==> src/rtl/packet_sink.sv <==
// Receiving end of a two-phase req/ack flit link: reassembles FLITS-flit packets and checks head framing.
// Optional PACKET_SINK_STRICT_EN: the first framing/protocol error halts the sink until reset.
module packet_sink #(
  parameter int unsigned ID        = 0,
  parameter int unsigned FLITS     = 8,
  parameter int unsigned SIZE      = 8,
  parameter int unsigned PACKETS   = 2,
  parameter int unsigned ACK_DELAY = 0
) (
  input  logic                  clk,
  input  logic                  reset,
  input  logic                  req,
  input  logic [SIZE-1:0]       data,
  output logic                  ack,
  output logic [FLITS*SIZE-1:0] packet_data,
  output logic                  packet_valid,
  output logic [7:0]            packet_count,
  output logic                  error,
  output logic                  done
);

  localparam int unsigned CW = 8;
  localparam int unsigned PW = FLITS * SIZE;

`ifdef PACKET_SINK_STRICT_EN
  localparam bit STRICT = 1'b1;
`else
  localparam bit STRICT = 1'b0;
`endif

  typedef enum logic [1:0] {S_WAIT, S_HOLD, S_HALT} state_t;

  state_t          r_state;
  logic            r_req_old;
  logic [CW-1:0]   r_flit_cnt;
  logic [CW-1:0]   r_delay;
  logic [PW-1:0]   r_buf;

  logic            w_req_event;
  logic            w_head;
  logic            w_drop;
  logic            w_frame_err;
  logic            w_complete;
  logic [CW-1:0]   w_idx;
  logic [CW-1:0]   w_count_inc;
  logic [PW-1:0]   w_buf_next;
  logic            w_unused_id;

  assign w_unused_id = ^32'(ID);

  assign w_req_event = req ^ r_req_old;
  assign w_head      = data[SIZE-1];
  assign w_drop      = !w_head && (r_flit_cnt == CW'(0));
  assign w_frame_err = w_drop || (w_head && (r_flit_cnt != CW'(0)));
  assign w_idx       = w_head ? CW'(0) : r_flit_cnt;
  assign w_complete  = !w_drop && (w_idx == CW'(FLITS - 1));
  assign w_count_inc = (packet_count == 8'hFF) ? packet_count : packet_count + 8'd1;

  // Buffer with the incoming flit written into its slot.
  always_comb begin
    w_buf_next = r_buf;
    for (int i = 0; i < int'(FLITS); i++) begin
      if (CW'(i) == w_idx) w_buf_next[i*SIZE +: SIZE] = data;
    end
  end

  always_ff @(posedge clk or posedge reset) begin
    if (reset) begin
      r_state      <= S_WAIT;
      r_req_old    <= 1'b0;
      r_flit_cnt   <= '0;
      r_delay      <= '0;
      r_buf        <= '0;
      ack          <= 1'b0;
      packet_data  <= '0;
      packet_valid <= 1'b0;
      packet_count <= '0;
      error        <= 1'b0;
      done         <= (PACKETS == 0);
    end else begin
      r_req_old    <= req;
      packet_valid <= 1'b0;
      case (r_state)
        S_WAIT: begin
          if (w_req_event) begin
            if (STRICT && w_frame_err) begin
              error   <= 1'b1;
              r_state <= S_HALT;
            end else begin
              if (w_frame_err) error <= 1'b1;
              if (!w_drop) begin
                r_buf <= w_buf_next;
                if (w_complete) begin
                  packet_data  <= w_buf_next;
                  packet_valid <= 1'b1;
                  packet_count <= w_count_inc;
                  r_flit_cnt   <= '0;
                  if (w_count_inc >= CW'(PACKETS)) done <= 1'b1;
                end else begin
                  r_flit_cnt <= w_idx + CW'(1);
                end
              end
              if (ACK_DELAY == 0) begin
                ack <= ~ack;
              end else begin
                r_delay <= CW'(ACK_DELAY);
                r_state <= S_HOLD;
              end
            end
          end
        end
        // A req toggle here means the source did not wait for ack.
        S_HOLD: begin
          if (STRICT && w_req_event) begin
            error   <= 1'b1;
            r_state <= S_HALT;
          end else begin
            if (w_req_event) error <= 1'b1;
            r_delay <= r_delay - CW'(1);
            if (r_delay == CW'(1)) begin
              ack     <= ~ack;
              r_state <= S_WAIT;
            end
          end
        end
        S_HALT:  r_state <= S_HALT;
        default: r_state <= S_WAIT;
      endcase
    end
  end

endmodule

==> config.mk <==
export PLATFORM = sky130hd
export DESIGN_NAME = packet_sink
export DESIGN_NICKNAME = d
export VERILOG_FILES = /design/src/rtl/packet_sink.sv
export SDC_FILE = /design/constraint.sdc
export NUM_CORES = 1
export LEC_CHECK = 0
export BUFFER_PORTS_ARGS = -buffer_cell sky130_fd_sc_hd__buf_4
export CORE_MARGIN = 5
export CORE_UTILIZATION = 45
export DETAILED_ROUTE_END_ITERATION = 10
export GPL_ROUTABILITY_DRIVEN = 0
export PLACE_DENSITY = 0.76
export SYNTH_ARGS = -nofsm -noshare
export SYNTH_HDL_FRONTEND = slang
export SYNTH_SLANG_ARGS = --single-unit
==> constraint.sdc <==
create_clock -name clk -period 12.7 [get_ports clk]
set_clock_uncertainty 0.2 [all_clocks]
set_input_delay 2.54 -clock clk [delete_from_list [all_inputs] [get_ports clk]]
set_output_delay 2.54 -clock clk [all_outputs]
set_load 0.01 [all_outputs]
==> results.json, run 1 <==
{
  "r2r_start": "r_flit_cnt[4]",
  "synth.top_cells.by_area": "dfrtp_1 55%, mux2_2 23%, a21boi_0 3.7%, ha_1 1.2%, clkbuf_1 0.88%",
  "crit_chain": "buf_4 > nand2b_1 > inv_1 > ha_1 > and4_1 > nand2_4 > inv_2 > buf_4 > mux2_2",
  "drt-pass1-iter-count": 4,
  "fin_crit_sh_pct": 43.0,
  "hold_buffers": 0,
  "rsz0062_at_grt": "false",
  "io_buffer_count": 86,
  "drt_iter0_drc": 262,
  "seqPwrFrac_pct": 41.5,
  "crit_family": "buffers and inverters",
  "vias_per_cell": 5.52,
  "p_switching_w": 0.000342,
  "cts_buffer_depth": 2,
  "cts_tree": "done",
  "initial_core_util_pct": 46.0,
  "synth_top_area_share_pct": 55.0,
  "cp.required_ns": 12.81,
  "pre_cts_ws_ns": 6.82,
  "synth-edff-count": 0,
  "arrival_ns": 5.57,
  "setup_ws_ns": 7.24,
  "hp-class": "flip-flop to flip-flop",
  "nets": 566,
  "slew_viol_final": 0,
  "path_clk_slew_ns": 0.06,
  "syn-num-nets": 493,
  "drtAntennaViolNets": 0,
  "die_x_um": 129,
  "endpoint_kind": "flip-flop",
  "netlist_area_um2": 6410,
  "critPathLaunchType": "input pin",
  "hpwl_mm": 9.26,
  "p_leak_nw": 3.84,
  "synth_warnings": 0,
  "die_h_um": 129,
  "ys_seq_area_share_pct": 55.0,
  "grt_first_pass_wirelength_mm": 22.9,
  "synth_ff_type": "dfrtp_1",
  "clock_latency_ns": 0.42,
  "ys_types": 55,
  "swShare_pct": 24.8,
  "final_common_cell": "dfrtp_1",
  "syn_inst": 476,
  "slowest_stage": "and4_1",
  "ios": 87,
  "dieArea_um2": 16700,
  "grt_pass1_vias": 4203,
  "path_buf_inv": 4,
  "worstPathMaxFanout": 32,
  "drcViolationCount": 0,
  "status": "finished clean",
  "final-setup-viol-count": 0,
  "grt_start_max_net_pins": 81,
  "crit_type": "input pin to flip-flop",
  "worst_slew_pin_slew_ns": 1.23,
  "cts_made_buffers": 17,
  "design.core.area_um2": 13900,
  "setup.worst_path.start": "data[7]",
  "r2r-end": "packet_data[1]",
  "std_cell_rows": 43,
  "slew_headroom_pct": 18.1,
  "wire_per_inst_um": 18.6,
  "grt_overflow_total": 0,
  "max_freq_mhz": 183,
  "clock_sinks": 141,
  "p_per_area_nw_per_um2": 177,
  "cp_common_cell": "buf_4",
  "rr_worst_depth": 10,
  "cts-root-buf": "clkbuf_16",
  "wl_mm": 13.8,
  "internal_power_w": 0.00104,
  "endpoint": "packet_data[1]",
  "final_util_pct": 55.9,
  "max_cap_violations": 0,
  "avgSynthCellArea_um2": 13.5,
  "async_flop_share_pct": 100,
  "min_period_ns": 5.46,
  "ctsResizeCount": 0,
  "htree_levels": 4,
  "hold_violations": 0,
  "area_delta_synth_final_pct": 21.5,
  "cp.depth": 9,
  "antenna_found_initial": 0,
  "gr-usage-all-layers_pct": 17.6,
  "drive_gt1_share_pct": 49.2,
  "synth_area_leader_cell": "dfrtp_1",
  "ys_ff_latch": 141,
  "rrSetupSlack_ns": 8.92,
  "max_stage_delay_ns": 0.51,
  "fillCellCount": 1105,
  "vias": 4091,
  "finalSetupTns_ns": 0,
  "antenna_cells": 0,
  "comb_power_share_pct": 17.7,
  "power.share.clock_pct": 40.8,
  "whs_path_depth": 1,
  "layout_common_cells": "141 x dfrtp_1, 133 x mux2_2, 89 x buf_4",
  "ir_worst_vdd_uv": 90.6,
  "postCtsSetupRepairBufs": 0
}
-- stage by stage --
step                      std cells  area, um^2  power [W]  hold WS [ns]
after floorplan                 476        6410   0.000756         0.253
after global placement          710        7120   0.000810         0.264
after detailed placement        710        7120   0.000825         0.270
after CTS                       741        7790    0.00139         0.278
after global routing            741        7790    0.00144         0.301
final                           741        7790    0.00138         0.275
-- how the worst min path moves through the flow --
stage              start   endpoint  slack, ns
6_report             ack        ack       0.28
5_1_grt        r_buf[55]  r_buf[55]       0.30
4_1_cts              ack        ack       0.28
3_5_place_dp         ack        ack       0.27
3_3_place_gp         ack        ack       0.26
2_1_floorplan  r_buf[39]  r_buf[39]       0.25
-- sequential cells by signal (all words and copies together) (netlist names) --
name	cells
packet_data	64
r_buf	56
packet_count	8
r_flit_cnt	8
ack	1
done	1
error	1
packet_valid	1
r_req_old	1
-- cell usage after synthesis (4+ instances only) --
cell / count
dfrtp_1: 141
mux2_2: 133
a21boi_0: 32
clkbuf_1: 15
buf_2: 10
nand3_1: 10
o21ai_0: 9
inv_1: 8
a31oi_1: 7
and2_1: 6
ha_1: 6
nand2_1: 6
nor2_1: 6
nor3_1: 6
or2_2: 6
a22o_1: 4
a31o_2: 4
a32o_1: 4
buf_6: 4
clkbuf_2: 4
nand3_2: 4
-- power groups by stage --
stage	Clock [W]	Combinational [W]	Sequential, W
after global placement	0	0.000237	0.000574
final	0.000563	0.000244	0.000573
after global routing	0.000592	0.000269	0.000581
after CTS	0.000570	0.000248	0.000572
after detailed placement	0	0.000246	0.000578
after floorplan	0	0.000190	0.000567
-- layer usage --
layer | wire (um) | up-vias | GRT usage (%)
li1 | - | 1880 | -
met1 | 6270 | 2085 | 23.8
met2 | 6400 | 110 | 27.3
met3 | 884 | 16 | 6.14
met4 | 197 | 0 | 4.82
met5 | 0 | - | 0
-- worst register-to-register path, stage by stage (launching register included) --
cell and delay (ns):
dfrtp_1 0.47, or4_4 0.60, nor3_1 0.47, nor3b_1 0.30, ha_1 0.22, nor2_1 0.06, buf_4 0.23, nand2_4 0.14
inv_2 0.27, buf_4 0.38, mux2_2 0.34
-- area by class of cell --
cell class                 instances  area [um^2]  area share, %
timing repair buffer              89          668           8.57
multi-input combinational        290         2660           34.1
clock inverter                    11          213           2.73
inverter                          10         42.5          0.546
sequential                       141         3530           45.3
tap                              180          225           2.89
clock buffer                      20          457           5.86
-- cells by family (layout without fill, tap and decap cells) --
kind of cell | Yosys count | after routing | synth area share (%)
and+or+nand+nor | 70 | 70 | 7.18
xor gates and xnor gates | 5 | 5 | 0.683
muxes | 135 | 135 | 23.7
buffers and inverters | 45 | 130 | 3.49
DFF | 141 | 141 | 55.0
AOI/OAI and AO/OA | 74 | 74 | 8.76
adders and majority gates | 6 | 6 | 1.17
Note: power is estimated with default switching activity, not from simulation.
==> inputs of run 2 (changes only) <==
==> constraint.sdc (replaced) <==
create_clock -name clk -period 5.15 [get_ports clk]
set_clock_uncertainty 0.2 [all_clocks]
set_input_delay 1.03 -clock clk [delete_from_list [all_inputs] [get_ports clk]]
set_output_delay 1.03 -clock clk [all_outputs]
set_load 0.01 [all_outputs]
==> run 2 against run 1 <==
Final area decreased by 0.72%. Total power increased by 130%. Non-clock buffer count unchanged. Cell count increased by 0.13%. Count of clock-buffer cells in the layout unchanged. Register-to-register slack got worse by 7.5 ns. Hold slack improved by 0.00077 ns. Combinational power increased by 140%. First-iteration DRC count decreased by 31%. Critical path type unchanged. Critical endpoint is now packet_data[37]. Largest cell class unchanged. Largest power group unchanged.
==> results.json, run 2 (synthesized netlist as in run 1, its figures left out) <==
{
  "whs_path_depth": 1,
  "layout_common_cells": "141 x dfrtp_1, 133 x mux2_2, 88 x buf_4",
  "critPathLaunchType": "input pin",
  "cts_tree": "done",
  "min_period_ns": 3.76,
  "crit_family": "buffers and inverters",
  "initial_core_util_pct": 46.0,
  "hold_start": "ack",
  "die_x_um": 129,
  "finalNonFillerCells": 742,
  "largestRegisters": "packet_data x64, r_buf x56",
  "wl_mm": 13.8,
  "p_per_area_nw_per_um2": 419,
  "rrSetupSlack_ns": 1.40,
  "hp-class": "flip-flop to flip-flop",
  "largest_reg_flops": 64,
  "grt_pass1_vias": 4369,
  "hold_buffers": 0,
  "hpwl_mm": 9.29,
  "postCtsSetupRepairBufs": 0,
  "slew_viol_final": 0,
  "design.core.area_um2": 13900,
  "worst_slew_pin_slew_ns": 1.25,
  "rr_worst_depth": 10,
  "drcViolationCount": 0,
  "grt_start_max_net_pins": 110,
  "htree_levels": 4,
  "status": "finished clean",
  "max_stage_delay_ns": 0.53,
  "path_buf_inv": 4,
  "drt-pass1-iter-count": 5,
  "cts_made_buffers": 17,
  "final-setup-viol-count": 0,
  "std_cell_rows": 43,
  "worstHoldEndpoint": "ack",
  "area_delta_synth_final_pct": 20.7,
  "hold_ws_ns": 0.276,
  "drive_gt1_share_pct": 49.3,
  "slew_headroom_pct": 16.7,
  "fin_crit_sh_pct": 73.0,
  "seqCellArea_um2": 3530,
  "rsz0062_at_grt": "false",
  "multi_input_area_um2": 2660,
  "slowest_stage": "and4_1",
  "crit_type": "input pin to flip-flop",
  "fillCellCount": 1169,
  "r2r_start": "r_flit_cnt[4]",
  "top_register": "packet_data",
  "finalSetupTns_ns": 0,
  "antenna_cells": 0,
  "p_leak_nw": 3.80,
  "cts-root-buf": "clkbuf_16",
  "clock_latency_ns": 0.42,
  "cp.required_ns": 5.25,
  "clock_sinks": 141,
  "cp.depth": 9,
  "endpoint_kind": "flip-flop",
  "vias_per_cell": 5.49,
  "dieArea_um2": 16700,
  "ctsResizeCount": 0,
  "die_h_um": 129,
  "antenna_found_initial": 0,
  "drt_iter0_drc": 180,
  "arrival_ns": 3.86,
  "ir_worst_vdd_uv": 256,
  "worstPathMaxFanout": 32,
  "path_clk_slew_ns": 0.06,
  "vias": 4076,
  "r2r-end": "packet_data[37]",
  "wire_per_inst_um": 18.6,
  "hold_violations": 0,
  "ios": 87,
  "max_cap_violations": 0,
  "final_common_cell": "dfrtp_1",
  "drtAntennaViolNets": 0,
  "crit_chain": "buf_4 > nand2b_1 > inv_1 > ha_1 > and4_1 > nand2_4 > inv_2 > buf_12 > mux2_2",
  "cts_buffer_depth": 2,
  "max_freq_mhz": 266,
  "grt_overflow_total": 0,
  "gr-usage-all-layers_pct": 17.5,
  "dp_cells": 710,
  "nets": 566,
  "io_buffer_count": 86,
  "grt_first_pass_wirelength_mm": 22.6
}
## run 2: cell types whose count changed in the layout (fill, tap and decap cells not counted), sizes merged
cell	before	now
bufinv	6	3
clkinv	5	8
clkinvlp	0	2
inv	10	9
## run 2: layer usage
layer,routed length [um],global-route usage [%]
met5,0,0
met1,6040,22.2
met3,926,6.39
met2,6540,27.7
met4,255,6.55
## run 2: final cells by class
type / instances / share of cell area, %
Multi-Input combinational cell: 290 / 34.4
Tap cell: 180 / 2.91
Clock buffer: 20 / 5.90
Inverter: 10 / 0.550
Timing Repair Buffer: 89 / 8.80
Sequential cell: 141 / 45.6
Clock inverter: 12 / 1.86
## run 2: how the worst max path moves through the flow
stage	start	to	slack, ns
after detailed placement	data[7]	packet_data[11]	0.95
after CTS	r_flit_cnt[4]	packet_data[37]	1.38
final	data[7]	packet_data[37]	1.39
after global placement	data[7]	packet_data[20]	1.14
after global routing	r_flit_cnt[4]	packet_data[11]	1.16
after floorplan	reset	ack	0.14
## run 2: stage by stage
step | cell area (um^2) | total power (W) | setup WS, ns | util (%)
3_3_place_gp | 7140 | 0.00200 | 1.14 | 51.2
3_5_place_dp | 7140 | 0.00203 | 0.952 | 51.2
4_1_cts | 7740 | 0.00327 | 1.38 | 55.5
2_1_floorplan | 6410 | 0.00187 | 0.139 | -
5_1_grt | 7740 | 0.00340 | 1.16 | 55.5
6_report | 7740 | 0.00324 | 1.39 | 55.5
## run 2: report_power, final
part	switching (W)	internal, W	total, W
clock	0.000451	0.000781	0.00123
sequential	0.000104	0.00131	0.00141
combinational	0.000274	0.000322	0.000596
## run 2: worst register-to-register path, cell delays in order, from the launching register on
cell and delay [ns]:
dfrtp_1 0.47, or4_4 0.60, nor3_1 0.53, nor3b_1 0.31
ha_1 0.23, nor2_1 0.05, buf_4 0.23, nand2_4 0.15
inv_2 0.27, buf_12 0.30, mux2_2 0.30
==> inputs of run 3 (changes only) <==
==> constraint.sdc (replaced) <==
create_clock -name clk -period 3.8 [get_ports clk]
set_clock_uncertainty 0.2 [all_clocks]
set_input_delay 0.76 -clock clk [delete_from_list [all_inputs] [get_ports clk]]
set_output_delay 0.76 -clock clk [all_outputs]
set_load 0.01 [all_outputs]
==> run 3 against run 2 <==
Worst setup slack worse by 0.83 ns. Clock power is 43% higher. Count of clock-buffer cells in the layout is 1 lower. Final area is 1.5% higher. Wire length is 3.6% higher. Highest routed layer unchanged. Via count is 1.4% higher. Sequential power is 36% higher. Sequential share of layout area is 0.67 points lower. Flip-flop and latch count stayed put.
==> results.json, run 3 (synthesized netlist as in run 1, its figures left out) <==
{
  "final-setup-viol-count": 0,
  "antenna_found_initial": 0,
  "max_freq_mhz": 309,
  "initial_core_util_pct": 46.0,
  "nets": 574,
  "slew_viol_final": 0,
  "cp_common_cell": "or2_2",
  "wl_mm": 14.3,
  "die_x_um": 129,
  "wire_per_inst_um": 19.0,
  "hpwl_mm": 9.74,
  "status": "finished clean",
  "std_cell_rows": 43,
  "final_area_um2": 7850,
  "drcViolationCount": 0,
  "htree_levels": 4,
  "drt-pass1-iter-count": 4,
  "largestRegisters": "packet_data x64, r_buf x56",
  "rsz0062_at_grt": "false",
  "grt_start_max_net_pins": 88,
  "grt_overflow_total": 0,
  "grt_first_pass_wirelength_mm": 23.5,
  "endpoint_kind": "flip-flop",
  "cts_made_buffers": 17,
  "final_util_pct": 56.3,
  "vias_per_cell": 5.51,
  "worst_slew_pin_slew_ns": 0.724,
  "dieArea_um2": 16700,
  "cts-root-buf": "clkbuf_16",
  "hold_buffers": 0,
  "arrival_ns": 3.33,
  "fillCellCount": 1114,
  "r2r_start": "r_flit_cnt[4]",
  "antenna_cells": 0,
  "path_clk_slew_ns": 0.06,
  "ios": 87,
  "fin_crit_sh_pct": 85.1,
  "crit_family": "simple AND/OR/NAND/NOR gates",
  "hp-class": "input pin to asynchronous set/reset pin",
  "clock_sinks": 141,
  "max_stage_delay_ns": 0.61,
  "design.core.area_um2": 13900,
  "ctsResizeCount": 0,
  "grt_pass1_vias": 4554,
  "area_delta_synth_final_pct": 22.5,
  "clock_latency_ns": 0.42,
  "setup.worst_path.start": "r_flit_cnt[4]",
  "drt_iter0_drc": 198,
  "io_buffer_count": 86,
  "crit_chain": "or4_4 > nor3_1 > buf_4 > nor3b_1 > ha_1 > or2_2 > or2_2 > mux2_2",
  "finalSetupTns_ns": 0,
  "path_buf_inv": 1,
  "place_area_um2": 7220,
  "slew_headroom_pct": 51.6,
  "p_per_area_nw_per_um2": 575,
  "drive_gt1_share_pct": 50.0,
  "top_register": "packet_data",
  "vias": 4134,
  "largest_reg_flops": 64,
  "critPathLaunchType": "flip-flop",
  "final_common_cell": "dfrtp_1",
  "cts_tree": "done",
  "slowest_stage": "or4_4",
  "multi_input_area_um2": 2660,
  "crit_type": "flip-flop to flip-flop",
  "max_cap_violations": 0,
  "seqCellArea_um2": 3530,
  "cp.required_ns": 3.90,
  "cts_buffer_depth": 2,
  "hold_violations": 0,
  "finalPower_w": 0.00452,
  "layout_common_cells": "141 x dfrtp_1, 133 x mux2_2, 94 x buf_4",
  "min_period_ns": 3.23,
  "ir_worst_vdd_uv": 301,
  "die_h_um": 129,
  "p_leak_nw": 3.84,
  "worstPathMaxFanout": 18,
  "gr-usage-all-layers_pct": 18.1,
  "drtAntennaViolNets": 0,
  "postCtsSetupRepairBufs": 0
}
-- run 3: report_power, final --
part | total, W | switching (W) | internal, W
logic | 0.000835 | 0.000385 | 0.000450
clock network | 0.00176 | 0.000641 | 0.00112
registers | 0.00192 | 0.000151 | 0.00177
-- run 3: metrics by stage --
step / instances / hold slack, ns / worst slack (ns)
floorplan: 476 / 0.253 / 0.549
global placement: 718 / 0.263 / 0.658
detailed placement: 718 / 0.273 / 0.600
CTS: 750 / 0.246 / 0.582
global route: 750 / 0.245 / 0.418
finish: 750 / 0.258 / 0.565
-- run 3: area by class of cell --
cell class | instances | share of cell area (%)
flip-flops and latches | 141 | 44.9
repair buffers | 97 | 9.75
clock buffers | 19 | 5.64
well taps | 180 | 2.87
clock inverters | 13 | 2.41
inverters | 10 | 0.526
multi-input cells | 290 | 33.9
-- run 3: layer usage --
layer / vias up / part of all wire, % / wire length (um) / global-route usage, %
met1: 2105 / 43 / 6200 / 22.6
li1: 1881 / - / - / -
met4: 0 / 1.6 / 231 / 6.73
met5: - / 0 / 0 / 0
met2: 129 / 48 / 6910 / 29.4
met3: 19 / 6.5 / 933 / 5.94
-- run 3: worst paths after layout --
check | end | slack, ns | cells past startpoint
worst max-delay path | r_buf[48] | 0.57 | 8
worst min-delay path | packet_data[32] | 0.26 | 2
worst max register to register | r_buf[48] | 0.57 | 8
worst min register to register | ack | 0.28 | 1
max in group asynchronous | packet_count[2] | 2.28 | 3
min in group clk | r_req_old | 0.26 | 1
